$ cat config.mk
export PLATFORM = sky130hd
export DESIGN_NAME = sw_conditioner
export DESIGN_NICKNAME = d
export VERILOG_FILES = /design/src/rtl/sw_conditioner_pkg.sv /design/src/rtl/sw_debounce_ch.sv /design/src/rtl/sw_conditioner.sv
export SDC_FILE = /design/constraint.sdc
export NUM_CORES = 1
export LEC_CHECK = 0
export CAP_MARGIN = 10
export CORE_ASPECT_RATIO = 1.2
export CORE_MARGIN = 2
export CORE_UTILIZATION = 64
export CTS_BUF_LIST = sky130_fd_sc_hd__clkbuf_4
export DETAILED_ROUTE_END_ITERATION = 7
export PLACE_DENSITY = 0.85
export SKIP_CTS_REPAIR_TIMING = 1
export SLEW_MARGIN = 20
export SYNTH_ARGS = -nofsm -noshare
export SYNTH_HDL_FRONTEND = slang
export SYNTH_SLANG_ARGS = --single-unit
$ cat constraint.sdc
create_clock -name clk -period 8.6 [get_ports clk]
set_clock_uncertainty 0.15 [all_clocks]
set_input_delay 2.58 -clock clk [delete_from_list [all_inputs] [get_ports clk]]
set_output_delay 2.58 -clock clk [all_outputs]
set_load 0.01 [all_outputs]
$ cat src/rtl/sw_conditioner_pkg.sv
// Shared definitions for the push-button conditioner and the BMP180 sequencer
// that consumes its command strobes.
package sw_conditioner_pkg;

  localparam int DEBOUNCE_CYCLES_DEFAULT = 20000;
  localparam int ACK_TIMEOUT_DEFAULT     = 16;
  localparam int N_SW_DEFAULT            = 7;

  // Button bit positions within sw_raw / sw_pulse
  localparam int SW_ID       = 0;
  localparam int SW_SETTINGS = 1;
  localparam int SW_TEMP     = 2;
  localparam int SW_GTEMP    = 3;
  localparam int SW_PRESS    = 4;
  localparam int SW_GPRESS   = 5;
  localparam int SW_SHOW     = 6;

  typedef enum logic [1:0] {
    ST_IDLE,
    ST_PEND,
    ST_FIRE,
    ST_ACK
  } sw_state_e;

  // Counter width that can hold 0..n-1, never narrower than one bit
  function automatic int cnt_width(input int n);
    return (n > 1) ? $clog2(n) : 1;
  endfunction

endpackage

$ cat src/rtl/sw_debounce_ch.sv
// One button channel: 2-flop synchronizer, stability counter, debounced level
// and a one-cycle press event on each released->pressed transition.
module sw_debounce_ch
  import sw_conditioner_pkg::*;
#(
  parameter int DEBOUNCE_CYCLES = DEBOUNCE_CYCLES_DEFAULT
) (
  input  logic clk,
  input  logic reset,
  input  logic sw_raw_i,
  output logic press_o
);

  localparam int             CW       = cnt_width(DEBOUNCE_CYCLES);
  localparam logic [CW-1:0]  CNT_LAST = CW'(DEBOUNCE_CYCLES - 1);

  logic          sync1_q, sync2_q;
  logic          level_q, level_d;
  logic [CW-1:0] cnt_q,   cnt_d;
  logic          press_q, press_d;
  logic          pressed;

  // Buttons are active-low; a 1 out of the synchronizer means released.
  assign pressed = ~sync2_q;

  always_comb begin
    // NOTE: every always_comb output gets a default first so no path can infer a latch.
    level_d = level_q;
    cnt_d   = cnt_q;
    press_d = 1'b0;
    if (pressed != level_q) begin
      if (cnt_q >= CNT_LAST) begin
        level_d = ~level_q;
        cnt_d   = '0;
        press_d = ~level_q;
      end else begin
        cnt_d = cnt_q + 1'b1;
      end
    end else begin
      cnt_d = '0;
    end
  end

  always_ff @(posedge clk or posedge reset) begin
    if (reset) begin
      sync1_q <= 1'b1;
      sync2_q <= 1'b1;
      level_q <= 1'b0;
      cnt_q   <= '0;
      press_q <= 1'b0;
    end else begin
      // NOTE: non-blocking assignments so the synchronizer stages shift rather than collapse.
      sync1_q <= sw_raw_i;
      sync2_q <= sync1_q;
      level_q <= level_d;
      cnt_q   <= cnt_d;
      press_q <= press_d;
    end
  end

  assign press_o = press_q;

endmodule

$ cat src/rtl/sw_conditioner.sv
// Debounces the front-panel buttons, arbitrates simultaneous presses and hands
// one command strobe at a time to the BMP180 sequencer, pacing on its ready flag.
module sw_conditioner
  import sw_conditioner_pkg::*;
#(
  parameter int DEBOUNCE_CYCLES = DEBOUNCE_CYCLES_DEFAULT,
  parameter int N_SW            = N_SW_DEFAULT,
  parameter int ACK_TIMEOUT     = ACK_TIMEOUT_DEFAULT
) (
  input  logic            clk,
  input  logic            reset,
  input  logic [N_SW-1:0] sw_raw,
  input  logic            ready,
  output logic [N_SW-1:0] sw_pulse,
  output logic            pending,
  output logic            dropped
);

  localparam int            TW       = cnt_width(ACK_TIMEOUT + 1);
  localparam logic [TW-1:0] ACK_LAST = TW'(ACK_TIMEOUT - 1);
  localparam logic [TW-1:0] ACK_MAX  = TW'(ACK_TIMEOUT);

  logic [N_SW-1:0] press;
  logic [N_SW-1:0] press_lsb;
  logic            press_multi;

  logic [N_SW-1:0] evt_q;
  logic            evt_drop_q;

  sw_state_e       state_q, state_d;
  logic [N_SW-1:0] cmd_q,   cmd_d;
  logic [TW-1:0]   timer_q, timer_d;
  logic            seen_low_q, seen_low_d;
  logic            fsm_drop;

  for (genvar g = 0; g < N_SW; g++) begin : g_ch
    sw_debounce_ch #(
      .DEBOUNCE_CYCLES(DEBOUNCE_CYCLES)
    ) u_ch (
      .clk      (clk),
      .reset    (reset),
      .sw_raw_i (sw_raw[g]),
      .press_o  (press[g])
    );
  end

  // Lowest index wins; x & -x isolates the least significant set bit.
  assign press_lsb   = press & (~press + N_SW'(1));
  assign press_multi = |(press & ~press_lsb);

  always_comb begin
    state_d    = state_q;
    cmd_d      = cmd_q;
    timer_d    = timer_q;
    seen_low_d = seen_low_q;
    sw_pulse   = '0;
    pending    = 1'b0;
    fsm_drop   = 1'b0;
    unique case (state_q)
      ST_IDLE: begin
        if (|evt_q) begin
          cmd_d   = evt_q;
          state_d = ready ? ST_FIRE : ST_PEND;
        end
      end
      ST_PEND: begin
        pending  = 1'b1;
        fsm_drop = |evt_q;
        if (ready) state_d = ST_FIRE;
      end
      ST_FIRE: begin
        sw_pulse   = cmd_q;
        fsm_drop   = |evt_q;
        state_d    = ST_ACK;
        timer_d    = '0;
        seen_low_d = 1'b0;
      end
      ST_ACK: begin
        fsm_drop = |evt_q;
        if (!ready) seen_low_d = 1'b1;
        if (timer_q < ACK_MAX) timer_d = timer_q + 1'b1;
        // Leave on a completed busy/idle handshake, or give up when the
        // controller never went busy (commands that start no bus transfer).
        if (ready && (seen_low_q || timer_q == ACK_LAST)) state_d = ST_IDLE;
      end
      default: state_d = ST_IDLE;
    endcase
  end

  always_ff @(posedge clk or posedge reset) begin
    if (reset) begin
      evt_q      <= '0;
      evt_drop_q <= 1'b0;
      state_q    <= ST_IDLE;
      cmd_q      <= '0;
      timer_q    <= '0;
      seen_low_q <= 1'b0;
    end else begin
      evt_q      <= press_lsb;
      evt_drop_q <= press_multi;
      state_q    <= state_d;
      cmd_q      <= cmd_d;
      timer_q    <= timer_d;
      seen_low_q <= seen_low_d;
    end
  end

  assign dropped = evt_drop_q | fsm_drop;

endmodule

Yosys cells after proc, flatten, opt, wreduce, memory -nomap -nowiden

Cells that the tools add are included.

Add/sub/neg operators: 9
Magnitude comparators: 8
Equality and inequality tests: 16
Muxes and demuxes: 40
Bitwise gates (word level): 19
Reduce and logical (&&, ||, !) cells: 18

Operator list:

| kind                                                                  | number |
|---|---|
| 15-bit 2-to-1 mux                                                     | 14 |
| 15-bit by 1-bit adder with 15-bit output, second input constant       | 7 |
| 15-bit greater-or-equal comparator, second input constant             | 7 |
| 2-bit AND reduction                                                   | 10 |
| 1-bit 2-to-1 mux                                                      | 17 |
| 7-bit AND                                                             | 2 |
| 1-bit NOT                                                             | 14 |
| 7-bit NOT                                                             | 2 |
| 7-bit OR reduction                                                    | 2 |
| 2-bit inequality test, second input constant                          | 5 |
| 5-bit one-hot mux with 2 select lines                                 | 1 |
| 2-bit 2-to-1 mux                                                      | 4 |
| 2-bit one-hot mux with 4 select lines                                 | 1 |
| 7-bit by 1-bit adder with 7-bit output, second input constant         | 1 |
| 7-bit 2-to-1 mux                                                      | 1 |
| 1-bit inequality test                                                 | 7 |
| 5-bit by 1-bit adder with 5-bit output, second input constant         | 1 |
| 5-bit by 4-bit equality test with 1-bit output, second input constant | 1 |
| 5-bit less-than comparator, second input constant                     | 1 |
| 5-bit 2-to-1 mux                                                      | 1 |
| 2-bit equality test, second input constant                            | 2 |
| 3-bit AND reduction                                                   | 1 |
| 3-bit OR reduction                                                    | 1 |
| 2-bit by 1-bit equality test with 1-bit output, second input constant | 1 |
| 6 further kinds                                                       | 6 |

Register bits: 156
Bits of input ports: 10
Output and inout bits: 9
Word-level logic and storage cells: 151

Logic depth before layout (Yosys ltp)

Gate-level depths: netlist of the first run.

Depth in word-level cells: 6
Mapped depth: 7

Cells and area by module

Synthesis of the first run repeated with hierarchy kept, for this count alone.

Cells, all modules: 682
Area total of the unflattened synthesis: 7,362.1 sq um

Modules (own cells, without submodules):

| module         | instances | cells each | area each (sq um) | seq. area each (sq um) |
|---|---|---|---|---|
| sw_debounce_ch | 7         | 83         | 885.8             | 478.0 |
| sw_conditioner | 1         | 101        | 1,161.1           | 575.6 |

Least setup slack after synthesis of the first run

No wires, ideal clock.

Path type: reg2out
Start: register evt_q[3]
End: output dropped
Arrival: 1.209 ns
Setup slack: 4.661 ns
Cell stages (with the launch flop): 4
Path buffers: 0
Path through: dfrtp_1 > or4_1 > nor4_2 > o21bai_1

Cells in the longest elaborated chain, start to end: 3

Ends and longest elaborated chain:

| what                   | RTL line                                                         | source |
|---|---|---|
| start, declared        | sw_conditioner.sv:27                                             | `logic [N_SW-1:0] evt_q;` |
| start signal, assigned | sw_conditioner.sv:99                                             | `evt_q <= press_lsb;` |
| 7-bit OR reduction     | sw_conditioner.sv:68, sw_conditioner.sv:73, sw_conditioner.sv:79 |  |
| 1-bit 2-to-1 mux       | n/a                                                              |  |
| 1-bit bitwise OR       | sw_conditioner.sv:108                                            | `assign dropped = evt_drop_q \| fsm_drop;` |
| end, declared          | sw_conditioner.sv:16                                             | `output logic dropped` |

No other way between the ends.

Worst setup path after layout of the first run

Same ends and word-level chain as after synthesis.

==> metrics, run 1 <==
status finished clean; Layout Nets 777; crit-path cells or4_1 > nor4_2 > o21bai_1 > clkdlybuf4s50_1; fmax ~0.20 GHz; die area about 12,000 µm²; HP Class flop to flop; Area after DPL 7760 µm²; Cell Rows 43; Fin. Hold Viols 0; Net Switching 0.000367 W; Max-slew headroom between 20% and 30%; Crit-path slowest cell or4_1; synth warn 0; clk root buf clkbuf_4; Startpoint Class flop; R2R Setup Slk around 6.1 ns; most common cell in the netlist dfrtp_1; Sw Ratio between 20% and 30%; final worst path period need 5.12 ns; Primary FF master, synth dfrtp_1; vias in the first global route 5,369; Routed Wire Length approximately 14 mm; Chip Width 102 µm; sequential-to-total area share from yosys stat 52.8%; die height 122 µm; hpwl dp 9.45 mm; Final Cell Area 8070 µm²; total clock sinks 156; Final Cycle Share between 50% and 60%; Final Max Tran Viols 0; post-synth design cell area roughly 7400 µm²; Cell variety after synth 51; worst-case reg-to-reg path depth 5; largest cells by area after synthesis dfrtp_1, nor2_1, xnor2_1; actual slew at the worst max-slew pin 1.10 ns; CTS buffer count 17; Vias 5,389; initial antenna violation count 1; Mapped Cells around 730; CP max stage delay about 0.56 ns; Logic pwr share 10.4%; Core Area 11,500 µm²; Overflow after GRT 0; synthesized area per cell around 10 µm²; Peak supply drop 119 µV; async set-or-reset flop fraction in the synthesized netlist 100%; CTS tree built; Avg WL per Cell 14.6 µm; top cell type's share of synthesized area roughly 48%; via/cell ratio 5.83; setup violators final 0; cell taking the most area after synthesis dfrtp_1; io pins 19; RR Startpoint g_ch[5].u_ch.cnt_q[0]; DRC 0; Post-synth top cells dfrtp_1, nor2_1, xnor2_1; gp weighted congestion 0.852; Pleak 3.40 nW; port buffer count 18; RR Endpoint g_ch[5].u_ch.cnt_q[14]; PD cells approximately 170 nW/µm²; 1st-iter DRT viols 354; worst hold start g_ch[6].u_ch.sync1_q; clock share of power approximately a third; Crit path required time between 5 and 6 ns; Worst Path Class, Setup flop to output pin; setup_tns 0 ns; Cell Int Power 0.00102 W; unrepaired setup endpoints after global routing false; Pre-antenna DRT Iters 7; Sequential Power Share 56.5%; Critical Path Fanout Max 3; GRT Total Usage 23.9%; share of cells above drive strength 1 8.75%; clk buf depth 2; maxcap violations 0; Min-Delay Endpoint g_ch[6].u_ch.sync2_q; first-pass GRT wire length 23.4 mm; syn_nets 752; Worst Hold Depth 0; Post-synth EDFFs 0; Critical Path AT 2.39 ns; ANT nets after route 0; later-pin clock latency in the skew report roughly 0.55 ns; clock slew at reported path FFs 0.13 ns; pin count of the biggest net entering global routing 83; Starting Density between 60% and 70%; Area Overhead vs Synth 8.60%; H-tree levels 4; CP Capture Type output pin; #FFs+latches synth approximately 160
## cell usage in the layout, fill, tap and decap left out, types with 7 or more instances in the layout
cell type,instances
nand3_1,38
xor2_1,38
nand4_1,26
nor3_1,13
o21ai_0,19
clkdlybuf4s50_1,18
nor2_1,134
and3_1,14
inv_1,29
and4_1,7
mux2_4,7
and2_1,14
dfrtp_1,142
clkbuf_4,18
dfstp_2,14
o211a_1,7
ha_1,14
nand2_1,29
nor4_1,29
xnor2_1,54
a21oi_1,16
## area by class of cell
cell class / count / area (µm²)
fill: 821 / 3390
sequential: 156 / 3920
timing repair buffer: 20 / 199
multi-input combinational: 528 / 3330
antenna: 1 / 2.50
tap: 157 / 196
clock inverter: 14 / 171
inverter: 30 / 118
clock buffer: 18 / 135
## per-stage QoR
| step | utilization (%) | std cells | power [W] | setup slack, ns | hold slack (ns) |
|---|---|---|---|---|---|
| floorplan | - | 728 | 0.000901 | 1.69 | 0.195 |
| global placement | 67.7 | 891 | 0.000929 | 3.88 | 0.196 |
| detailed placement | 67.7 | 891 | 0.000945 | 3.85 | 0.197 |
| CTS | 70.4 | 923 | 0.00140 | 3.43 | 0.203 |
| global route | 70.4 | 924 | 0.00146 | 3.36 | 0.210 |
| finish | 70.4 | 924 | 0.00139 | 3.48 | 0.199 |
## critical path, delay by kind of cell, from the launching register on
family	cells	cell delay, ns
compound gates	1	0.10
simple gates	2	0.86
flops	1	0.40
buf+inv	1	0.48
## worst max path at each step
stage               slack, ns  startpoint          to  depth (start not counted)
global route             3.36    evt_q[3]     dropped                          4
finish                   3.48    evt_q[3]     dropped                          4
CTS                      3.43    evt_q[3]     dropped                          4
floorplan                1.69       reset    cmd_q[0]                          1
global placement         3.88       reset  seen_low_q                          3
detailed placement       3.85       reset  seen_low_q                          3
## routing by layer
layer  wire length, µm  global-route usage, %  up-vias
li1                  -                      -     2596
met1              5530                   27.8     2649
met2              7250                   42.3      117
met3               466                   6.08       27
met4               279                   8.75        0
met5                 0                      0        -
## power by group through the flow
stage                     logic (W)  clock network [W]  registers, W
after floorplan            0.000109                  0      0.000792
after global placement     0.000133                  0      0.000796
after detailed placement   0.000146                  0      0.000799
after CTS                  0.000147           0.000472      0.000785
after global routing       0.000164           0.000502      0.000789
final                      0.000145           0.000459      0.000785
## logic make-up after synthesis
| logic type | synth area share (%) |
|---|---|
| buffers and inverters | 2.46 |
| AND/OR/NAND/NOR | 21.5 |
| AO/OA/AOI/OAI | 7.84 |
| flip-flops | 52.8 |
| adder cells (fa/ha/maj) | 2.49 |
| XOR/XNOR | 10.8 |
| multiplexers | 2.10 |
## registers in the layout, indices dropped and copies added (netlist names)
name	flops
g_ch.u_ch.press_o	7
seen_low_q	1
g_ch.u_ch.level_q	7
cmd_q	7
evt_drop_q	1
state_q	2
timer_q	5
g_ch.u_ch.sync2_q	7
g_ch.u_ch.cnt_q	105
g_ch.u_ch.sync1_q	7
evt_q	7
No activity file was read; power rests on OpenSTA's default activity.
==> run 2: changes to the inputs <==
--- a/config.mk
+++ b/config.mk
@@ -8,10 +8,10 @@
 export CAP_MARGIN = 10
 export CORE_ASPECT_RATIO = 1.2
 export CORE_MARGIN = 2
-export CORE_UTILIZATION = 64
+export CORE_UTILIZATION = 58
 export CTS_BUF_LIST = sky130_fd_sc_hd__clkbuf_4
 export DETAILED_ROUTE_END_ITERATION = 7
-export PLACE_DENSITY = 0.85
+export PLACE_DENSITY = 0.81
 export SKIP_CTS_REPAIR_TIMING = 1
 export SLEW_MARGIN = 20
 export SYNTH_ARGS = -nofsm -noshare
==> constraint.sdc (replaced) <==
create_clock -name clk -period 4.2 [get_ports clk]
set_clock_uncertainty 0.15 [all_clocks]
set_input_delay 1.26 -clock clk [delete_from_list [all_inputs] [get_ports clk]]
set_output_delay 1.26 -clock clk [all_outputs]
set_load 0.01 [all_outputs]
==> run 2 against run 1 <==
Compared with the run above:
- register-to-register slack lost 4.4 ns
- first-iteration DRC count shrank 28%
- combinational power grew 110%
- flip-flop and latch count is the same
- critical endpoint unchanged
- die area grew 10%
- sequential power grew 110%
- clock-buffer cell count grew 1
==> metrics, run 2 (synthesis results as in run 1) <==
status finished clean (unchanged); maxcap violations 0 (unchanged); Critical Path AT 2.30 ns (was 2.39 ns); Area Overhead vs Synth 8.23% (was 8.60%); Avg WL per Cell 14.3 µm (was 14.6 µm); ANT nets after route 0 (unchanged); Logic pwr share 11.2% (was 10.4%); CP top delay family simple AND/OR/NAND/NOR gates (unchanged); HP Class flop to flop (unchanged); Worst Path Class, Setup flop to output pin (unchanged); Peak supply drop 193 µV (was 119 µV); Sequential Power Share 59.2% (was 56.5%); first-pass GRT wire length 23.4 mm (about the same); vias in the first global route 5,345 (was 5,369); via/cell ratio 5.73 (was 5.83); antenna cells 0 (was 1); CP startpoint evt_q[3] (unchanged); Layout Nets 778 (was 777); Reg with most FFs g_ch.u_ch.cnt_q (unchanged); final worst path period need 3.71 ns; die height 128 µm (was 122 µm); Final Max Tran Viols 0 (unchanged); Crit path required time 2.79 ns (was 5.87 ns); Pre-antenna DRT Iters 6 (was 7); max FFs per register 105 (unchanged); fmax between 0.2 and 0.3 GHz; total clock sinks 156 (unchanged); io pins 19 (unchanged); crit-path cells or4_1 > nor4_2 > o21bai_1 > clkdlybuf4s50_1 (unchanged); Chip Width 107 µm (was 102 µm); Cell Int Power 0.00197 W (was 0.00102 W); Net Switching 0.000739 W (was 0.000367 W); unrepaired setup endpoints after global routing false (unchanged); Overflow after GRT 0 (unchanged); Startpoint Class flop (unchanged); CTS buffer count 17 (unchanged); CTS tree built (unchanged); Routed Wire Length 13.3 mm (was 13.5 mm); CP max stage delay 0.55 ns (was 0.56 ns); commonest non-fill, non-tap cell in the layout dfrtp_1 (unchanged); Critical path buffers and inverters 1 (unchanged); actual slew at the worst max-slew pin 1.02 ns (was 1.10 ns); pin count of the biggest net entering global routing 104 (was 83); clk buf depth 2 (unchanged); clock slew at reported path FFs 0.12 ns (was 0.13 ns); most frequent cells in the layout dfrtp_1, nor2_1, xnor2_1 (unchanged); Critical Path Fanout Max 3 (unchanged); RR Startpoint g_ch[5].u_ch.cnt_q[0] (unchanged); Non-Filler Instances 931 (was 924); Pleak 3.39 nW (was 3.40 nW); Crit-path slowest cell or4_1 (unchanged); H-tree levels 4 (unchanged); Sw Ratio 27.2% (was 26.4%); setup violators final 0 (unchanged); 1st-iter DRT viols 254 (was 354); DP Cell Count 899 (was 891); clk root buf clkbuf_4 (unchanged); initial antenna violation count 0 (was 1); total power 0.00271 W (was 0.00139 W); Fin. Hold Viols 0 (unchanged); Final Cycle Share 88.2%; Vias 5,333 (was 5,389); port buffer count 18 (unchanged); later-pin clock latency in the skew report 0.55 ns (about the same); PD cells 337 nW/µm² (was 172 nW/µm²); CP Capture Type output pin (unchanged); Core Area 12,600 µm² (was 11,500 µm²); Max-slew headroom 31.5% (was 25.9%); Starting Density 58.9% (was 64.9%); hpwl dp 9.40 mm (was 9.45 mm); clock share of power 29.6% (was 33.0%); DRC 0 (unchanged); die area 13,700 µm² (was 12,500 µm²); worst hold start g_ch[3].u_ch.sync1_q (was g_ch[6].u_ch.sync1_q); setup_tns 0 ns (unchanged); GRT Total Usage 21.1% (was 23.9%); Cell Rows 45 (was 43); gp weighted congestion 0.809 (was 0.852); share of cells above drive strength 1 8.60% (was 8.75%)
-- run 2: cell count changes in the layout (fill, tap and decap cells not counted), moves of 2 or more --
cell,change
buf_12,+2
bufinv_16,-2
clkinv_1,+2
clkinv_2,+2
clkinv_4,-2
inv_6,-2
-- run 2: worst paths after layout --
check | cells past startpoint | to | slack [ns]
worst max-delay path | 4 | dropped | 0.49
worst min-delay path | 0 | g_ch[3].u_ch.sync2_q | 0.21
worst max register to register | 5 | g_ch[5].u_ch.cnt_q[14] | 1.78
worst min register to register | 0 | g_ch[3].u_ch.sync2_q | 0.21
max in group asynchronous | 3 | g_ch[0].u_ch.sync2_q | 2.40
min in group asynchronous | 3 | g_ch[4].u_ch.cnt_q[13] | 0.99
-- run 2: area by class of cell --
| type | instances | area [µm²] |
|---|---|---|
| Clock inverter | 13 | 103 |
| Inverter | 30 | 116 |
| Multi-Input combinational cell | 528 | 3330 |
| Timing Repair Buffer | 21 | 228 |
| Fill cell | 1015 | 4570 |
| Clock buffer | 19 | 143 |
| Tap cell | 164 | 205 |
| Sequential cell | 156 | 3920 |
-- run 2: metrics by stage --
step | instance area, µm² | util (%) | worst slack [ns] | hold WS (ns)
floorplan | 7440 | - | 0.829 | 0.195
global placement | 7800 | 61.8 | 1.08 | 0.196
detailed placement | 7800 | 61.8 | 1.07 | 0.197
CTS | 8050 | 63.8 | 0.427 | 0.206
global route | 8050 | 63.8 | 0.334 | 0.203
finish | 8050 | 63.8 | 0.495 | 0.207
-- run 2: power groups by stage --
stage	registers (W)	clock network (W)	logic (W)
after floorplan	0.00162	0	0.000223
after global placement	0.00163	0	0.000280
after detailed placement	0.00163	0	0.000301
after CTS	0.00161	0.000831	0.000304
after global routing	0.00162	0.000892	0.000339
final	0.00161	0.000804	0.000303
-- run 2: routing by layer --
layer / routed length [µm] / vias up / global-route usage [%]
met2: 6920 / 92 / 36.4
met4: 218 / 0 / 8.45
met1: 5750 / 2627 / 25.6
met3: 416 / 20 / 5.19
li1: - / 2594 / -
met5: 0 / - / 0
